`src/rtl/moore_rr_arbiter.sv`:
```
// Two-requester round-robin Moore arbiter with a one-cycle dead GAP between owners.
// Define MOORE_RR_ARB_TIMEOUT_EN to compile in forced release after MAX_HOLD grant cycles.
module moore_rr_arbiter #(
   parameter int MAX_HOLD = 8,
   parameter int CNT_W    = 4
) (
   input  logic clk,
   input  logic rst,
   input  logic req_a,
   input  logic req_b,
   input  logic done,
   output logic gnt_a,
   output logic gnt_b,
   output logic busy,
   output logic owner,
   output logic timeout
);

   typedef enum logic [1:0] {
      IDLE  = 2'b00,
      GNT_A = 2'b01,
      GNT_B = 2'b10,
      GAP   = 2'b11
   } state_t;

   state_t state_q, state_d;
   logic   owner_q, owner_d;

   if (MAX_HOLD < 2 || MAX_HOLD > (1 << CNT_W)) begin : g_bad_params
      $error("moore_rr_arbiter: MAX_HOLD must lie in 2..2**CNT_W");
   end

   // On a tie the requester that did not own the resource last wins.
   function automatic state_t arbitrate(input logic ra, input logic rb, input logic last);
      state_t nxt;
      nxt = IDLE;
      if (ra && rb)  nxt = last ? GNT_A : GNT_B;
      else if (ra)   nxt = GNT_A;
      else if (rb)   nxt = GNT_B;
      return nxt;
   endfunction

`ifdef MOORE_RR_ARB_TIMEOUT_EN
   logic [CNT_W-1:0] hold_cnt_q, hold_cnt_d;
   logic             timeout_q, timeout_d;
   logic             hold_at_max;

   assign hold_at_max = (hold_cnt_q == CNT_W'(MAX_HOLD - 1));
`endif

   always_comb begin
      state_d = state_q;
      owner_d = owner_q;
`ifdef MOORE_RR_ARB_TIMEOUT_EN
      timeout_d = 1'b0;
`endif
      case (state_q)
         IDLE, GAP: state_d = arbitrate(req_a, req_b, owner_q);
         GNT_A: begin
            if (done || !req_a) state_d = GAP;
`ifdef MOORE_RR_ARB_TIMEOUT_EN
            else if (hold_at_max && req_b) begin
               state_d   = GAP;
               timeout_d = 1'b1;
            end
`endif
         end
         GNT_B: begin
            if (done || !req_b) state_d = GAP;
`ifdef MOORE_RR_ARB_TIMEOUT_EN
            else if (hold_at_max && req_a) begin
               state_d   = GAP;
               timeout_d = 1'b1;
            end
`endif
         end
         default: state_d = IDLE;
      endcase
      if (state_q == IDLE || state_q == GAP) begin
         if (state_d == GNT_A)      owner_d = 1'b0;
         else if (state_d == GNT_B) owner_d = 1'b1;
      end
   end

   always_ff @(posedge clk or negedge rst) begin
      if (!rst) begin
         state_q <= IDLE;
         owner_q <= 1'b1;
      end else begin
         state_q <= state_d;
         owner_q <= owner_d;
      end
   end

`ifdef MOORE_RR_ARB_TIMEOUT_EN
   // Counter restarts on every grant entry and saturates so a lone holder is never evicted.
   always_comb begin
      hold_cnt_d = '0;
      if ((state_q == GNT_A || state_q == GNT_B) && state_d == state_q)
         hold_cnt_d = hold_at_max ? hold_cnt_q : hold_cnt_q + 1'b1;
   end

   always_ff @(posedge clk or negedge rst) begin
      if (!rst) begin
         hold_cnt_q <= '0;
         timeout_q  <= 1'b0;
      end else begin
         hold_cnt_q <= hold_cnt_d;
         timeout_q  <= timeout_d;
      end
   end

   assign timeout = timeout_q;
`else
   assign timeout = 1'b0;
`endif

   assign gnt_a = (state_q == GNT_A);
   assign gnt_b = (state_q == GNT_B);
   assign busy  = (state_q != IDLE);
   assign owner = owner_q;

endmodule

```
`config.mk`:
```
export PLATFORM = sky130hd
export DESIGN_NAME = moore_rr_arbiter
export DESIGN_NICKNAME = d
export VERILOG_FILES = /design/src/rtl/moore_rr_arbiter.sv
export SDC_FILE = /design/constraint.sdc
export NUM_CORES = 1
export LEC_CHECK = 0
export CORE_AREA = 3 3 40 42
export CTS_BUF_LIST = sky130_fd_sc_hd__clkbuf_4
export CTS_CLUSTER_SIZE = 24
export DETAILED_ROUTE_END_ITERATION = 10
export DIE_AREA = 0 0 43 45
export PLACE_DENSITY_LB_ADDON = 0.05
export SYNTH_ARGS = -nofsm -noshare
export SYNTH_HDL_FRONTEND = slang
export SYNTH_SLANG_ARGS = --single-unit
```
`constraint.sdc`:
```
create_clock -name clk -period 2.1 [get_ports clk]
set_input_delay 0.63 -clock clk [delete_from_list [all_inputs] [get_ports clk]]
set_output_delay 0.63 -clock clk [all_outputs]
set_load 0.03 [all_outputs]
```
== Word level (Yosys, flattened, before mapping) ==
Cells that the tools add are included.
Widths: inputs -> output; s select.
Word-level totals
  flip-flop bits (word level): 3
  logic and storage cells: 27
  output and inout bits: 5
Cells by class
  muxes and demuxes: 9
  reductions and logical operators: 11
  equality and inequality tests: 5
Operators with widths (count)
  $mux 2: 6
  $eq 2x2->1 const B: 3
  $pmux 2 s3: 1
  $eq 2x1->1 const B: 2
  $reduce_bool 2->1: 2
  $logic_or 1x1->1: 3
  $logic_not 1->1: 2
  $logic_not 2->1: 1
  $mux 1: 2
  $reduce_and 2->1: 1
  $reduce_or 2->1: 1
  $logic_and 1x1->1: 1

== Longest topological paths before layout ==
  depth in word-level cells: 7
  gate-level depth with buffers: 7
  depth with buffers taken out: 7

== Worst setup path after synthesis ==
Ideal clock, no wire load.
  kind: register to register
  start: reg state_q[1]
  end: reg owner_q, in the netlist owner
  path buffers: 0
  data arrival time: 1.647 ns
  required time: 2.015 ns
  cell stages (with the launch flop): 8
  slack: 0.368 ns
  cell sequence: dfrtp_1 inv_1 ha_1 nand2_1 o221a_1 ha_1 o21ai_0 o31ai_1
RTL lines
  start, declared: RTL line 26  | state_t state_q, state_d;
  start signal, assigned: RTL line 90  | state_q <= state_d;
  $eq 2x1->1 *
  named net gnt_a: RTL line 12  | output logic gnt_a,
  $pmux 2 s3 *: RTL line 57  | case (state_q)
  $eq 2x1->1 / $eq 2x2->1 (equally long branches): RTL line 80, 81
  $reduce_bool 2->1 (no line)
  $reduce_and 2->1 (no line)
  end signal, assigned: RTL line 91  | owner_q <= owner_d;
  end, declared: RTL line 27  | logic owner_q, owner_d;
The timed path passes the listed nets; every way through them passes the cells marked *.
A chain may end at the register's enable or synchronous reset.

== Worst setup path in the final report ==
  start: in req_b
  end: reg owner_q, in the netlist owner
Between the ends
  word-level cells in the longest chain between the ends: 7
RTL lines
  start, declared: RTL line 10  | input logic req_b,
  $logic_not 1->1: RTL line 69  | if (done || !req_b) state_d = GAP;
  $logic_or 1x1->1: RTL line 69
  $mux 2: RTL line 69
  $pmux 2 s3 *: RTL line 57
  named net state_d[0]: RTL line 26
  $eq 2x1->1 / $eq 2x2->1 (equally long branches): RTL line 80, 81
  $reduce_bool 2->1 (no line)
  $reduce_and 2->1 (no line)
Marks and branches as above.

==> metrics <==
Worst EP required=2.25 ns; dpl hpwl=465 um; Critical R2R Launch=state_q[0]; vias in the first global route=236; CTS Buffer Depth=2; placed cell areas=349 um2; CP top delay family=buffers and inverters; final wirelength=561 um; Core Footprint=0.00128 mm2; clock skew=0.000665 ns; Clock Sinks=3; Synth Register Bits=3; CP bufs+invs=1; total gr overflow=0; die extent in x=43 um; Initial Util=0.195; CTS tree=done; CP Launch Point=req_b; setup violators final=0; post-synthesis net count=34; Ys Warns=0; initial antenna violation count=0; Power Dens Cells=1820 mW/mm2; fin. max-slew vios=0; setup TNS=0 ns; Hold Buf Count CTS=0; insertion delay to the later sink of the worst-skew pair=0.23 ns; pre-CTS WS=-0.190 ns; vias post-DR=211; crit path kind=input port to register; # Max-Cap Violations=0; layout filler cell count=142; CP arrival=2.16 ns; IO buf count=8; final worst path period share=0.959; clock buffer count from CTS=3; router iterations before antenna repair=4; HP Start=owner; layout cell share with drive strength beyond 1=0.216; Hold/Removal Path Class=register to register; Die H=45 um; Final ANT Viol Nets=0; CP endpoint kind=register; Layout Nets=47; global-route wire length before repair=917 um; post-route design area=378 um2; setup ws final=0.0856 ns; synth unique cells=17; DIE AREA=0.00194 mm2; DR WL/cell=10.8 um; min Tclk post-route=2.01 ns; crit-path cells=clkdlybuf4s50_1 -> nor3b_1 -> o221ai_1 -> ha_1 -> o21ai_0 -> o31ai_1; Std-Cell Rows=13; Peak VDD IR=0.712 mV; post-synth top area share=0.200; synth top area cells=dfrtp_1 20%, ha_1 20%, dfstp_2 11%; Synth area leader=dfrtp_1; H-tree lvl count=1; post-synthesis cell area=250 um2; status=completed; Worst setup SP type=input port; 1st-iter DRT viols=1; CTS Root Cell=clkbuf_4; RSZ-0062 raised after global routing=false; Fmax=496 MHz; Final Hold Vio Count=0; Ports=10; diode count=0; GP Congestion=0.654; post-synthesis sequential area ratio=0.305; CP max stage delay=0.55 ns; area delta synth->final=51.0%; syn avg cell area=10.0 um2; Avg Vias per Cell=4.06; largest net degree at the start of global routing=7; clk slew on worst S/H paths=0.04 ns; critical path's slowest cell=clkdlybuf4s50_1; Post-route DRC=0; post-synthesis cell count=25; Post-CTS Setup Inserts=0; leakage=0.184 nW; Worst Path Max Fanout=3; Total Routing Usage GR=0.0699
## state kept, by name, summed over array words and instances, names as in the netlist
| signal | count |
|---|---|
| owner | 1 |
| state_q | 2 |
## per-stage QoR
stage	hold WS (ns)	cells	utilization	power [mW]
after floorplan	0.334	25	-	0.441
after detailed placement	0.524	48	0.272	0.609
after global routing	0.545	52	0.294	0.740
final	0.526	52	0.294	0.688
after global placement	0.511	48	0.272	0.598
after CTS	0.532	52	0.292	0.706
## timing repair
item                                   in CTS  in global routing
endpoints found under the hold margin       0                  0
gates resized for setup                     3                  1
setup endpoints to repair                   3                  1
pin swaps                                   0                  0
## power by group
group	switching (mW)	leakage [nW]	internal (mW)
registers	0.0266	0.0354	0.0998
logic	0.248	0.131	0.201
clock network	0.0291	0.0184	0.0840
total	0.303	0.184	0.385
## per-layer routing
layer,up-vias,share of wire,track usage
li1,108,-,-
met1,95,0.44,0.0675
met2,8,0.49,0.108
met3,0,0.071,0.0319
met4,0,0,0.0723
met5,-,0,0
## final timing paths
path	end	slack (ns)	cells after the start
min in group asynchronous	state_q[0]	0.58	1
worst max-delay path	owner	0.09	6
max in group asynchronous	owner	1.30	1
worst min-delay path	owner	0.53	2
worst max register to register	owner	0.23	7
worst min register to register	owner	0.53	2
## cell type report
class	instances	area, um2	share of cell area
well taps	15	18.8	0.0497
flip-flops and latches	3	76.3	0.202
clock buffers	4	30.0	0.0795
multi-input cells	18	155	0.411
inverters	3	11.3	0.0298
repair buffers	9	86.3	0.228
## placed cells by master (no fill, tap or decap)
cell,netlist,final
o221ai_1,2,2
nor3b_1,1,1
nor2b_1,1,1
nand2_1,2,2
inv_1,3,3
clkbuf_4,0,4
dfrtp_1,2,2
buf_4,1,1
conb_1,1,1
nand2b_4,1,1
clkdlybuf4s50_1,0,4
nand2b_1,1,1
o31ai_1,1,1
dlymetal6s2s_1,0,1
ha_1,4,4
o21ai_0,1,1
dlygate4sd2_1,0,3
dfstp_2,1,1
nor3b_2,1,1
and2_1,1,1
o221a_1,1,1
## synthesized netlist by cell type (all sizes together)
cell,instances
and2,1
buf,1
conb,1
dfrtp,2
dfstp,1
ha,4
inv,3
nand2,2
nand2b,2
nor2b,1
nor3b,2
o21ai,1
o221a,1
o221ai,2
o31ai,1
## worst min-delay path: stages (launching register included)
cell	delay, ns
dfstp_2	0.37
o21ai_0	0.07
o31ai_1	0.08
## cells by family after synthesis
family,count (synthesis),share of synthesized area
buf+inv,4,0.0750
simple gates,8,0.240
compound gates,5,0.165
flops,3,0.305
other cells,1,0.0150
fa+ha+maj,4,0.200
No activity file was read; power rests on OpenSTA's default activity.
